<file path="src/rtl/spram_ctrl_if.sv">
// Requester A/B handshake plus single-port RAM bus for spram_ctrl.
// slave: the controller side; master: requesters + RAM model side.
interface spram_ctrl_if;
  logic        a_req;
  logic        a_we;
  logic [4:0]  a_addr;
  logic [15:0] a_wdata;
  logic        a_gnt;
  logic        a_rvalid;
  logic [15:0] a_rdata;

  logic        b_req;
  logic        b_we;
  logic [4:0]  b_addr;
  logic [15:0] b_wdata;
  logic        b_gnt;
  logic        b_rvalid;
  logic [15:0] b_rdata;

  logic        ram_r_w;
  logic [4:0]  ram_addr;
  logic [15:0] ram_d_in;
  logic [15:0] ram_d_out;
  logic        init_done;

  modport slave (
    input  a_req, a_we, a_addr, a_wdata,
    output a_gnt, a_rvalid, a_rdata,
    input  b_req, b_we, b_addr, b_wdata,
    output b_gnt, b_rvalid, b_rdata,
    output ram_r_w, ram_addr, ram_d_in, init_done,
    input  ram_d_out
  );

  modport master (
    output a_req, a_we, a_addr, a_wdata,
    input  a_gnt, a_rvalid, a_rdata,
    output b_req, b_we, b_addr, b_wdata,
    input  b_gnt, b_rvalid, b_rdata,
    input  ram_r_w, ram_addr, ram_d_in, init_done,
    output ram_d_out
  );
endinterface

</file>
<file path="src/rtl/spram_ctrl.sv">
// Two-requester round-robin controller for a 32x16 single-port RAM.
// Zero-wait grant, one transfer per cycle, registered RAM command,
// read data returned two cycles after the accepting edge.
// Optional macro SPRAM_CTRL_INIT_EN: zero-fill sweep of all 32 words
// after every reset before requests are accepted.
module spram_ctrl (
  input  logic        clk,
  input  logic        rst,
  spram_ctrl_if.slave bus
);
  localparam int NUM_REQ = 2;
  localparam int STAGES  = 2;

  typedef struct packed {
    logic        we;
    logic [4:0]  addr;
    logic [15:0] wdata;
  } cmd_t;

  typedef enum logic { INIT, RUN } state_t;

  state_t                    state;
  logic                      rr_b;      // 1: B wins the next contention
  logic [NUM_REQ-1:0]        req;
  logic [NUM_REQ-1:0]        gnt;
  cmd_t [NUM_REQ-1:0]        cmd;
  cmd_t                      sel_cmd;
  logic                      accept;
  logic                      acc_b;
  logic [STAGES:1]           vld_pipe;  // read in flight
  logic [STAGES:1]           own_pipe;  // 1: read belongs to B
  logic                      ram_r_w_q;
  logic [4:0]                ram_addr_q;
  logic [15:0]               ram_d_in_q;
  logic                      init_done_q;
`ifdef SPRAM_CTRL_INIT_EN
  logic [4:0]                sweep_cnt;
`endif

  assign req    = {bus.b_req, bus.a_req};
  assign cmd[0] = '{we: bus.a_we, addr: bus.a_addr, wdata: bus.a_wdata};
  assign cmd[1] = '{we: bus.b_we, addr: bus.b_addr, wdata: bus.b_wdata};

  // Arbitration: sole requester wins at once, contention goes to rr_b.
  always_comb begin
    gnt = '0;
    if (state == RUN) begin
      if (req[0] && (!req[1] || !rr_b)) gnt[0] = 1'b1;
      else if (req[1])                  gnt[1] = 1'b1;
    end
  end

  assign accept  = |gnt;
  assign acc_b   = gnt[1];
  assign sel_cmd = acc_b ? cmd[1] : cmd[0];

  // Main FSM: init sweep, command register, round-robin pointer, read pipe.
  always_ff @(posedge clk or negedge rst) begin
    if (!rst) begin
      state       <= INIT;
      rr_b        <= 1'b0;
      ram_r_w_q   <= 1'b0;
      ram_addr_q  <= '0;
      ram_d_in_q  <= '0;
      init_done_q <= 1'b0;
      vld_pipe    <= '0;
      own_pipe    <= '0;
`ifdef SPRAM_CTRL_INIT_EN
      sweep_cnt   <= '0;
`endif
    end else begin
      vld_pipe  <= {vld_pipe[STAGES-1:1], accept && !sel_cmd.we};
      own_pipe  <= {own_pipe[STAGES-1:1], acc_b};
      ram_r_w_q <= 1'b0;
      case (state)
        INIT: begin
`ifdef SPRAM_CTRL_INIT_EN
          ram_r_w_q  <= 1'b1;
          ram_addr_q <= sweep_cnt;
          ram_d_in_q <= '0;
          sweep_cnt  <= sweep_cnt + 5'd1;
          if (sweep_cnt == 5'd31) begin
            state       <= RUN;
            init_done_q <= 1'b1;
          end
`else
          state       <= RUN;
          init_done_q <= 1'b1;
`endif
        end
        RUN: begin
          if (accept) begin
            ram_r_w_q  <= sel_cmd.we;
            ram_addr_q <= sel_cmd.addr;
            ram_d_in_q <= sel_cmd.wdata;
            rr_b       <= !acc_b;
          end
        end
        default: state <= INIT;
      endcase
    end
  end

  assign bus.a_gnt     = gnt[0];
  assign bus.b_gnt     = gnt[1];
  assign bus.a_rvalid  = vld_pipe[STAGES] && !own_pipe[STAGES];
  assign bus.b_rvalid  = vld_pipe[STAGES] &&  own_pipe[STAGES];
  assign bus.a_rdata   = bus.ram_d_out;
  assign bus.b_rdata   = bus.ram_d_out;
  assign bus.ram_r_w   = ram_r_w_q;
  assign bus.ram_addr  = ram_addr_q;
  assign bus.ram_d_in  = ram_d_in_q;
  assign bus.init_done = init_done_q;
endmodule
</file>
<file path="src/flat_wrapper.sv">
// flat-port wrapper written by rule: the top's interface ports become plain ports
module spram_ctrl_flat 
  (clk, rst, bus_a_req, bus_a_we, bus_a_addr, bus_a_wdata, bus_a_gnt, bus_a_rvalid, bus_a_rdata, bus_b_req, bus_b_we, bus_b_addr, bus_b_wdata, bus_b_gnt, bus_b_rvalid, bus_b_rdata, bus_ram_r_w, bus_ram_addr, bus_ram_d_in, bus_init_done, bus_ram_d_out);
  spram_ctrl_if bus_i ();
  input  logic clk;
  input  logic rst;
  input wire logic [$bits(bus_i.a_req)-1:0] bus_a_req;
  input wire logic [$bits(bus_i.a_we)-1:0] bus_a_we;
  input wire logic [$bits(bus_i.a_addr)-1:0] bus_a_addr;
  input wire logic [$bits(bus_i.a_wdata)-1:0] bus_a_wdata;
  output wire logic [$bits(bus_i.a_gnt)-1:0] bus_a_gnt;
  output wire logic [$bits(bus_i.a_rvalid)-1:0] bus_a_rvalid;
  output wire logic [$bits(bus_i.a_rdata)-1:0] bus_a_rdata;
  input wire logic [$bits(bus_i.b_req)-1:0] bus_b_req;
  input wire logic [$bits(bus_i.b_we)-1:0] bus_b_we;
  input wire logic [$bits(bus_i.b_addr)-1:0] bus_b_addr;
  input wire logic [$bits(bus_i.b_wdata)-1:0] bus_b_wdata;
  output wire logic [$bits(bus_i.b_gnt)-1:0] bus_b_gnt;
  output wire logic [$bits(bus_i.b_rvalid)-1:0] bus_b_rvalid;
  output wire logic [$bits(bus_i.b_rdata)-1:0] bus_b_rdata;
  output wire logic [$bits(bus_i.ram_r_w)-1:0] bus_ram_r_w;
  output wire logic [$bits(bus_i.ram_addr)-1:0] bus_ram_addr;
  output wire logic [$bits(bus_i.ram_d_in)-1:0] bus_ram_d_in;
  output wire logic [$bits(bus_i.init_done)-1:0] bus_init_done;
  input wire logic [$bits(bus_i.ram_d_out)-1:0] bus_ram_d_out;
  assign bus_i.a_req = bus_a_req;
  assign bus_i.a_we = bus_a_we;
  assign bus_i.a_addr = bus_a_addr;
  assign bus_i.a_wdata = bus_a_wdata;
  assign bus_a_gnt = bus_i.a_gnt;
  assign bus_a_rvalid = bus_i.a_rvalid;
  assign bus_a_rdata = bus_i.a_rdata;
  assign bus_i.b_req = bus_b_req;
  assign bus_i.b_we = bus_b_we;
  assign bus_i.b_addr = bus_b_addr;
  assign bus_i.b_wdata = bus_b_wdata;
  assign bus_b_gnt = bus_i.b_gnt;
  assign bus_b_rvalid = bus_i.b_rvalid;
  assign bus_b_rdata = bus_i.b_rdata;
  assign bus_ram_r_w = bus_i.ram_r_w;
  assign bus_ram_addr = bus_i.ram_addr;
  assign bus_ram_d_in = bus_i.ram_d_in;
  assign bus_init_done = bus_i.init_done;
  assign bus_i.ram_d_out = bus_ram_d_out;
  spram_ctrl u_core (.clk(clk), .rst(rst), .bus(bus_i));
endmodule
</file>
<file path="config.mk">
export PLATFORM = sky130hd
export DESIGN_NAME = spram_ctrl_flat
export DESIGN_NICKNAME = d
export VERILOG_FILES = /design/src/rtl/spram_ctrl_if.sv /design/src/rtl/spram_ctrl.sv /design/src/flat_wrapper.sv
export SDC_FILE = /design/constraint.sdc
export NUM_CORES = 1
export LEC_CHECK = 0
export BUFFER_PORTS_ARGS = -buffer_cell sky130_fd_sc_hd__buf_2
export CAP_MARGIN = 0
export CORE_UTILIZATION = 40
export DETAILED_ROUTE_END_ITERATION = 8
export PLACE_DENSITY = 0.81
export SLEW_MARGIN = 20
export SYNTH_ARGS = -nofsm -noshare
export SYNTH_HDL_FRONTEND = slang
export SYNTH_SLANG_ARGS = --single-unit
export TNS_END_PERCENT = 5
</file>
<file path="constraint.sdc">
create_clock -name clk -period 2.1 [get_ports clk]
set_clock_uncertainty 0.15 [all_clocks]
set_input_delay 0.42 -clock clk [delete_from_list [all_inputs] [get_ports clk]]
set_output_delay 0.42 -clock clk [all_outputs]
set_load 0.02 [all_outputs]
</file>
## Word-level counts from Yosys, hierarchy flattened

Index checks and enable logic that the tools add are counted.

| word-level totals | value |
|---|---|
| register bits after elaboration | 29 |
| bits in latches | 0 |
| RAM bits | 0 |
| bits in read-only memories | 0 |
| output and inout bits | 59 |
| logic and storage cells | 27 |
| memories | 0 |

| cells by class | value |
|---|---|
| add/subtract/negate cells | 0 |
| multiply operators | 0 |
| divide/modulo/power cells | 0 |
| $lt $le $gt $ge | 0 |
| equal/unequal tests | 0 |
| shift-type cells | 0 |
| multiplexer cells | 7 |
| bitwise logic cells | 0 |
| reductions and logical operators | 12 |

Operators by type and width:

| cell | count |
|---|---|
| 22-bit 2-to-1 mux | 1 |
| 1-bit zero test | 5 |
| 1-bit 2-to-1 mux | 5 |
| 1-bit logical AND | 4 |
| 2-bit 2-to-1 mux | 1 |
| 2-bit AND reduction | 1 |
| 2-bit OR reduction | 1 |
| 1-bit logical OR | 1 |

## Logic depth before layout (Yosys ltp)

Gate-level depths: netlist (run 1).

| logic depth | value |
|---|---|
| depth after elaboration | 8 |
| gate-level depth with buffers | 5 |

## Least setup slack after synthesis (run 1)

No wires, ideal clock.

| path | value |
|---|---|
| kind | input to output |
| start point | input bus_a_req |
| end point | output bus_b_gnt |
| data arrival time | 1065 ps |
| setup slack | 465 ps |
| stages | 3 |
| path buffers | 1 |
| cells stage by stage | and2b_1 -> buf_4 -> nor2_1 |

| on the way | value |
|---|---|
| longest elaborated chain between the ends | 3 |

Ends and longest elaborated chain:

| item | RTL line | RTL |
|---|---|---|
| from (decl) | flat_wrapper.sv:7 | `input wire logic [$bits(bus_i.a_req)-1:0] bus_a_req;` |
| 1-bit logical AND | spram_ctrl.sv:48 | `if (req[0] && (!req[1] \|\| !rr_b)) gnt[0] = 1'b1;` |
| 1-bit 2-to-1 mux | spram_ctrl.sv:48 |  |
| 2-bit 2-to-1 mux | spram_ctrl.sv:47 | `if (state == RUN) begin` |
| to (decl) | flat_wrapper.sv:18 | `output wire logic [$bits(bus_i.b_gnt)-1:0] bus_b_gnt;` |

Every way passes these cells.

## Worst setup path in the final report (run 1)

| path | value |
|---|---|
| start point | register u_core.rr_b |
| end point | output bus_b_gnt |

| on the way | value |
|---|---|
| longest elaborated chain between the ends | 5 |

Ends and longest elaborated chain:

| item | RTL line | RTL |
|---|---|---|
| from (decl) | spram_ctrl.sv:23 | `logic rr_b;` |
| from (signal assigned) | spram_ctrl.sv:96 | `rr_b <= !acc_b;` |
| 1-bit zero test | spram_ctrl.sv:48 |  |
| 1-bit logical OR | spram_ctrl.sv:48 |  |
| 1-bit logical AND | spram_ctrl.sv:48 |  |
| 1-bit 2-to-1 mux | spram_ctrl.sv:48 |  |
| 2-bit 2-to-1 mux | spram_ctrl.sv:47 |  |

Every way passes these cells.

==> results of run 1 <==
## metrics by stage
stage	instances	area, sq um
after floorplan	176	1570
after global placement	256	1700
after detailed placement	256	1700
after CTS	264	1800
after global routing	264	1800
final	264	1800
## cell usage in the layout (no fill, tap or decap), drive strengths merged
| master | count |
|---|---|
| and2b | 1 |
| and3 | 1 |
| nand2 | 3 |
| buf | 77 |
| a21boi | 1 |
| nor2b | 1 |
| o21a | 1 |
| nand3 | 22 |
| and2 | 2 |
| dfrtp | 29 |
| clkbuf | 7 |
| nand2b | 2 |
| o21ai | 23 |
| nor2 | 22 |
| conb | 1 |
| clkinv | 1 |
| a31oi | 21 |
| a21oi | 1 |
## power by group through the flow
stage	Clock (W)	Sequential [W]	Combinational, W
2_1_floorplan	0	0.000745	0.000245
3_3_place_gp	0	0.000669	0.000365
3_5_place_dp	0	0.000672	0.000367
4_1_cts	0.000519	0.000662	0.000368
5_1_grt	0.000558	0.000669	0.000401
6_report	0.000506	0.000661	0.000364
## layout make-up
cell class / instances / share of cell area (%)
multi-input combinational: 102 / 29.0
timing repair buffer: 77 / 21.8
clock buffer: 7 / 5.34
clock inverter: 1 / 0.278
sequential: 29 / 40.2
tap: 48 / 3.33
## logic make-up (layout without fill, tap and decap cells)
logic type	count (synthesis)	in the layout	synth area share, %
flops	29	29	46.2
compound gates	47	47	17.0
other cells	1	1	0.239
buf+inv	45	85	20.5
simple gates	54	54	16.1
## worst register-to-register path, stage by stage, from the launching register on
cell	delay (ps)
dfrtp_1	410
and2b_1	220
buf_4	270
o21ai_0	130
a21boi_0	210
## sequential cells by signal, indices dropped and copies added (netlist names)
signal	count
u_core.bus.ram_d_in	16
u_core.own_pipe	2
u_core.bus.ram_addr	5
u_core.bus.ram_r_w	1
u_core.bus.init_done	1
u_core.vld_pipe	2
u_core.state	1
u_core.rr_b	1
## metal layers
| layer | vias to the layer above | wire [um] |
|---|---|---|
| li1 | 653 | - |
| met1 | 615 | 1530 |
| met2 | 42 | 1580 |
| met3 | 8 | 223 |
| met4 | 0 | 74 |
| met5 | - | 0 |
## how the worst min path moves through the flow
stage	end	slack, ps	depth (start not counted)
finish	u_core.bus.ram_d_in[3]	6	1
CTS	u_core.rr_b	30	1
floorplan	u_core.bus.init_done	-30	0
global route	u_core.bus.ram_d_in[0]	60	1
detailed placement	u_core.own_pipe[2]	190	0
global placement	u_core.own_pipe[2]	180	0
==> impl_metrics.ini, run 1 <==
[critical_path]
arrival_time_at_the_worst_endpoint_ps = 1230
crit_start = u_core.rr_b
timing.critical_path.required_ps = 1530
worstSetupPathDepth = 3
crit_end = bus_b_gnt
rr_worst_depth = 4
start_kind = flip-flop
peak_per_stage_delay_on_the_critical_path_ps = 390
critical_path.max_fanout = 5
series_of_cell_instances_along_the_critical_path = and2b_1 -> nor2_1 -> buf_2
r2r_setup_slack_ps = 630
capture_point_of_the_worst_reg_to_reg_path = u_core.bus.ram_r_w
crit_path_class = reg -> out
critical_path.top_delay_family = flip-flops
crit-reg2reg-launch = u_core.rr_b
slowest_stage = dfrtp_1
worst_setup_path_end_kind = output port
critPathBufInv = 1

[layout]
final_net_count = 279
final.fill_count = 360
regArea_sq_um = 726
final_core_util_pct = 48.5
drive_gt1_share_pct = 40.3
antenna-diode-count = 0
area_overhead_of_the_layout_relative_to_synthesis_pct = 14.7
multi_input_comb_area_sq_um = 523

[sta]
timing.final.max_slew_violations = 0
report.final.setup_viol = 0
post-route-period-util_pct = 85.7
fin_ws_ps = 301
setup_total_negative_slack_ps = 0
worst_hold_slack_across_all_endpoints_ps = 6.26
rsz0062_at_grt = false
final_hold_fails = 0
maxSlewHeadroom_pct = 57.4
layout_min_cycle_time_ps = 1800
max_freq_mhz = 556
transition_time_at_the_pin_with_the_least_slew_margin_ps = 639

[place]
last_weighted_congestion_value_of_the_routability_driven_placer = 0.768
buffers_on_ports = 74
post-place-ws_ps = 435
dpl.hpwl_mm = 2.33

[clock_network]
cts_htree_levels = 2
clk-insertion-delay-late_ps = 280
cts_hold_buf = 0
worst_setup_hold_path_clk_slew_ps = 60
cts.repair.resized = 0
post_cts_buffers = 0
tritoncts_clock_tree = done
cts_buffers = 5
cts.root.buffer_cell = clkbuf_8
numClockSinks = 29
clockBufferDepth = 2

[power_and_ir_drop]
power_per_cell_area_mw_per_mm2 = 849
design_power_total_w = 0.00153
sequentialPowerShare_pct = 43.2
internal_power_w = 0.00106
power.share.switching_pct = 31.0
p_leak_nw = 0.843
max-vdd-ir-drop_uv = 306
p_comb_share_pct = 23.8
clockPowerShare_pct = 33.0
total_switching_power_w = 0.000474

[flow_run]
cap_violations = 0

[floorplanning]
boundaryPins = 123
die_width_um = 64.7
starting_density_pct = 42.3
die_area_sq_mm = 0.00418
core_region_area_sq_mm = 0.00372
die-height_um = 64.7
rows = 22

[detailed_routing]
num_vias = 1318
wire_per_inst_um = 12.9
detail_route.wirelength_mm = 3.41
first_pass_iters = 4
detailedRoute.firstIterationViolations = 76
avgViaCountPerCell = 4.99
detail-route-antenna-nets = 0
drcViolationCount = 0

[yosys]
synth_flop_cell = dfrtp_1
postSynthNetCount = 240
post-synth-top-area-cell = dfrtp_1
yosys.cell_count.top_type = buf_4
synth-seq-area-share_pct = 46.2
asyncSetResetFlopFracSynth_pct = 100
synthesis.area_sq_mm = 0.00157
syn_inst = 176
ys.warnings.count = 0
synth_edf_count = 0
number_of_different_library_cells_in_the_post_synthesis_netlist = 21
ys_top_cells_by_count = buf_4 (39), dfrtp_1 (29), nand3_1 (22), nor2_1 (22), a31oi_1 (21)
postSynthRegisterBits = 29
fraction_of_synthesized_cell_area_taken_by_the_top_area_cell_type_pct = 46.2
postSynthAreaPerCell_sq_um = 8.93
most_area_consuming_cells_after_synthesis = dfrtp_1 (46%), buf_4 (19%), a31oi_1 (8.4%), nand3_1 (7.0%), o21ai_1 (6.1%)

[min_path]
hold_path_class = in -> async

[global_route]
global_route.usage.total_pct = 17.5
globalRoute.totalOverflow = 0
groute.layer.met1.usage_pct = 20.9
gr-usage-met2_pct = 27.8
gr_layer_usage_met3_pct = 4.23
pin_count_of_the_biggest_net_entering_global_routing = 45
gr-max-usage-layer = met2
antenna_found_initial = 0
first_pass_grt_wire_length_mm = 5.41
vias_in_the_first_global_route = 1245

[outcome]
outcome = finished clean
Note: power is estimated with default switching activity, not from simulation.
==> run 2: changes to the inputs <==
--- a/config.mk
+++ b/config.mk
@@ -7,9 +7,9 @@
 export LEC_CHECK = 0
 export BUFFER_PORTS_ARGS = -buffer_cell sky130_fd_sc_hd__buf_2
 export CAP_MARGIN = 0
-export CORE_UTILIZATION = 40
+export CORE_UTILIZATION = 39
 export DETAILED_ROUTE_END_ITERATION = 8
-export PLACE_DENSITY = 0.81
+export PLACE_DENSITY = 0.88
 export SLEW_MARGIN = 20
 export SYNTH_ARGS = -nofsm -noshare
 export SYNTH_HDL_FRONTEND = slang
==> constraint.sdc (replaced) <==
create_clock -name clk -period 1.9 [get_ports clk]
set_clock_uncertainty 0.15 [all_clocks]
set_input_delay 0.38 -clock clk [delete_from_list [all_inputs] [get_ports clk]]
set_output_delay 0.38 -clock clk [all_outputs]
set_load 0.02 [all_outputs]
==> run 2 against run 1 <==
The run now ends with hold timing left. Sequential power up 11%. Die area up 2.5%. Clock-buffer cell count unchanged. First-iteration DRC count down 20%. Final cell count unchanged. Combinational power up 12%.
==> impl_metrics.ini, run 2 (synthesized netlist as in run 1, its figures left out) <==
[outcome]
outcome = finished, violations left
failed_checks = hold timing

[sta]
setup_total_negative_slack_ps = 0
max_freq_mhz = 562
timing.final.max_slew_violations = 0
final_hold_fails = 29
transition_time_at_the_pin_with_the_least_slew_margin_ps = 659
layout_min_cycle_time_ps = 1780
post-route-period-util_pct = 93.6
rsz0062_at_grt = false
report.final.setup_viol = 0
fin_ws_ps = 122
worst_hold_slack_across_all_endpoints_ps = -23.3
maxSlewHeadroom_pct = 56.0

[layout]
drive_gt1_share_pct = 40.3
final_cell_mix = buf_2 (74), dfrtp_1 (29), nor2_1 (22), nand3_1 (22), a31oi_1 (21)
layout.cells.most_common = buf_2
final_core_util_pct = 47.8
final_non_filler_cells = 264
postLayoutCellArea_sq_mm = 0.00180
antenna-diode-count = 0
multi_input_comb_area_sq_um = 523
area_overhead_of_the_layout_relative_to_synthesis_pct = 14.7
largest_reg_flops = 16
regArea_sq_um = 726
final.fill_count = 388
final_net_count = 279

[global_route]
globalRoute.totalOverflow = 0
vias_in_the_first_global_route = 1326
first_pass_grt_wire_length_mm = 5.90
antenna_found_initial = 0
global_route.usage.total_pct = 18.7
pin_count_of_the_biggest_net_entering_global_routing = 45

[place]
buffers_on_ports = 74
numPlacedInstances = 256
dpl.hpwl_mm = 2.50
post_place_instance_area_sq_mm = 0.00170
last_weighted_congestion_value_of_the_routability_driven_placer = 0.728
post-place-ws_ps = 294

[critical_path]
rr_worst_depth = 4
critical_path.max_fanout = 5
r2r_setup_slack_ps = 400
crit_path_class = reg -> out
start_kind = flip-flop
crit_start = u_core.rr_b
timing.critical_path.required_ps = 1370
capture_point_of_the_worst_reg_to_reg_path = u_core.vld_pipe[1]
crit-reg2reg-launch = u_core.rr_b
arrival_time_at_the_worst_endpoint_ps = 1250
worst_setup_path_end_kind = output port

[floorplanning]
die-height_um = 65.5
die_width_um = 65.5
die_area_sq_mm = 0.00429
boundaryPins = 123
core_region_area_sq_mm = 0.00377
rows = 22
starting_density_pct = 41.7

[clock_network]
worst_setup_hold_path_clk_slew_ps = 60
clockBufferDepth = 2
numClockSinks = 29
cts_htree_levels = 2
post_cts_buffers = 0
cts.repair.resized = 0
cts.root.buffer_cell = clkbuf_8
cts_buffers = 5
cts_hold_buf = 0
clk-insertion-delay-late_ps = 270
tritoncts_clock_tree = done

[power_and_ir_drop]
clockPowerShare_pct = 32.5
max-vdd-ir-drop_uv = 441
p_comb_share_pct = 24.1
sequentialPowerShare_pct = 43.4
internal_power_w = 0.00117
total_switching_power_w = 0.000522
power_per_cell_area_mw_per_mm2 = 937
p_leak_nw = 0.843
power.share.switching_pct = 30.9

[detailed_routing]
num_vias = 1361
detail-route-antenna-nets = 0
drcViolationCount = 0
avgViaCountPerCell = 5.16
detail_route.wirelength_mm = 3.69
first_pass_iters = 4
wire_per_inst_um = 14.0
detailedRoute.firstIterationViolations = 61

[min_path]
hold_path_class = in -> async

[flow_run]
cap_violations = 0
==> run 2: cell counts in the layout (fill, tap and decap cells not counted) <==
No cell type changed its count.
==> run 2: through the flow <==
stage	total power (W)	hold slack, ps
3_5_place_dp	0.00116	186
6_report	0.00169	-23.3
4_1_cts	0.00171	0.0927
3_3_place_gp	0.00114	184
2_1_floorplan	0.00110	-65.6
5_1_grt	0.00179	21.6
==> run 2: power groups by stage <==
stage,clock [W],combinational (W),sequential [W]
3_3_place_gp,0,0.000402,0.000740
6_report,0.000549,0.000408,0.000733
4_1_cts,0.000562,0.000411,0.000734
2_1_floorplan,0,0.000271,0.000824
5_1_grt,0.000604,0.000446,0.000744
3_5_place_dp,0,0.000411,0.000746
==> run 2: critical path: stages, from the launching register on <==
cell and delay, ps:
dfrtp_1 390, and2b_1 210, nor2_1 170, buf_2 200
==> run 2: layout make-up <==
cell class / count / share of cell area (%)
clock inverter: 1 / 0.278
clock buffer: 7 / 5.34
tap: 48 / 3.33
multi-input combinational: 102 / 29.0
timing repair buffer: 77 / 21.8
sequential: 29 / 40.2
==> run 2: layer usage <==
metal,routed length (um),global-route usage [%],vias up,share of wire (%)
li1,-,-,654,-
met1,1590,21.5,649,43
met2,1760,30.4,47,48
met3,257,5.56,11,7.0
met4,74,11.4,0,2.0
met5,0,0,-,0
==> run 2: worst max path at each step <==
| stage | to | depth (start not counted) | slack (ps) |
|---|---|---|---|
| finish | bus_b_gnt | 3 | 120 |
| detailed placement | bus_b_gnt | 4 | 290 |
| global route | bus_b_gnt | 3 | 20 |
| global placement | bus_b_gnt | 4 | 310 |
| floorplan | bus_b_gnt | 3 | 330 |
| CTS | bus_b_gnt | 3 | 90 |
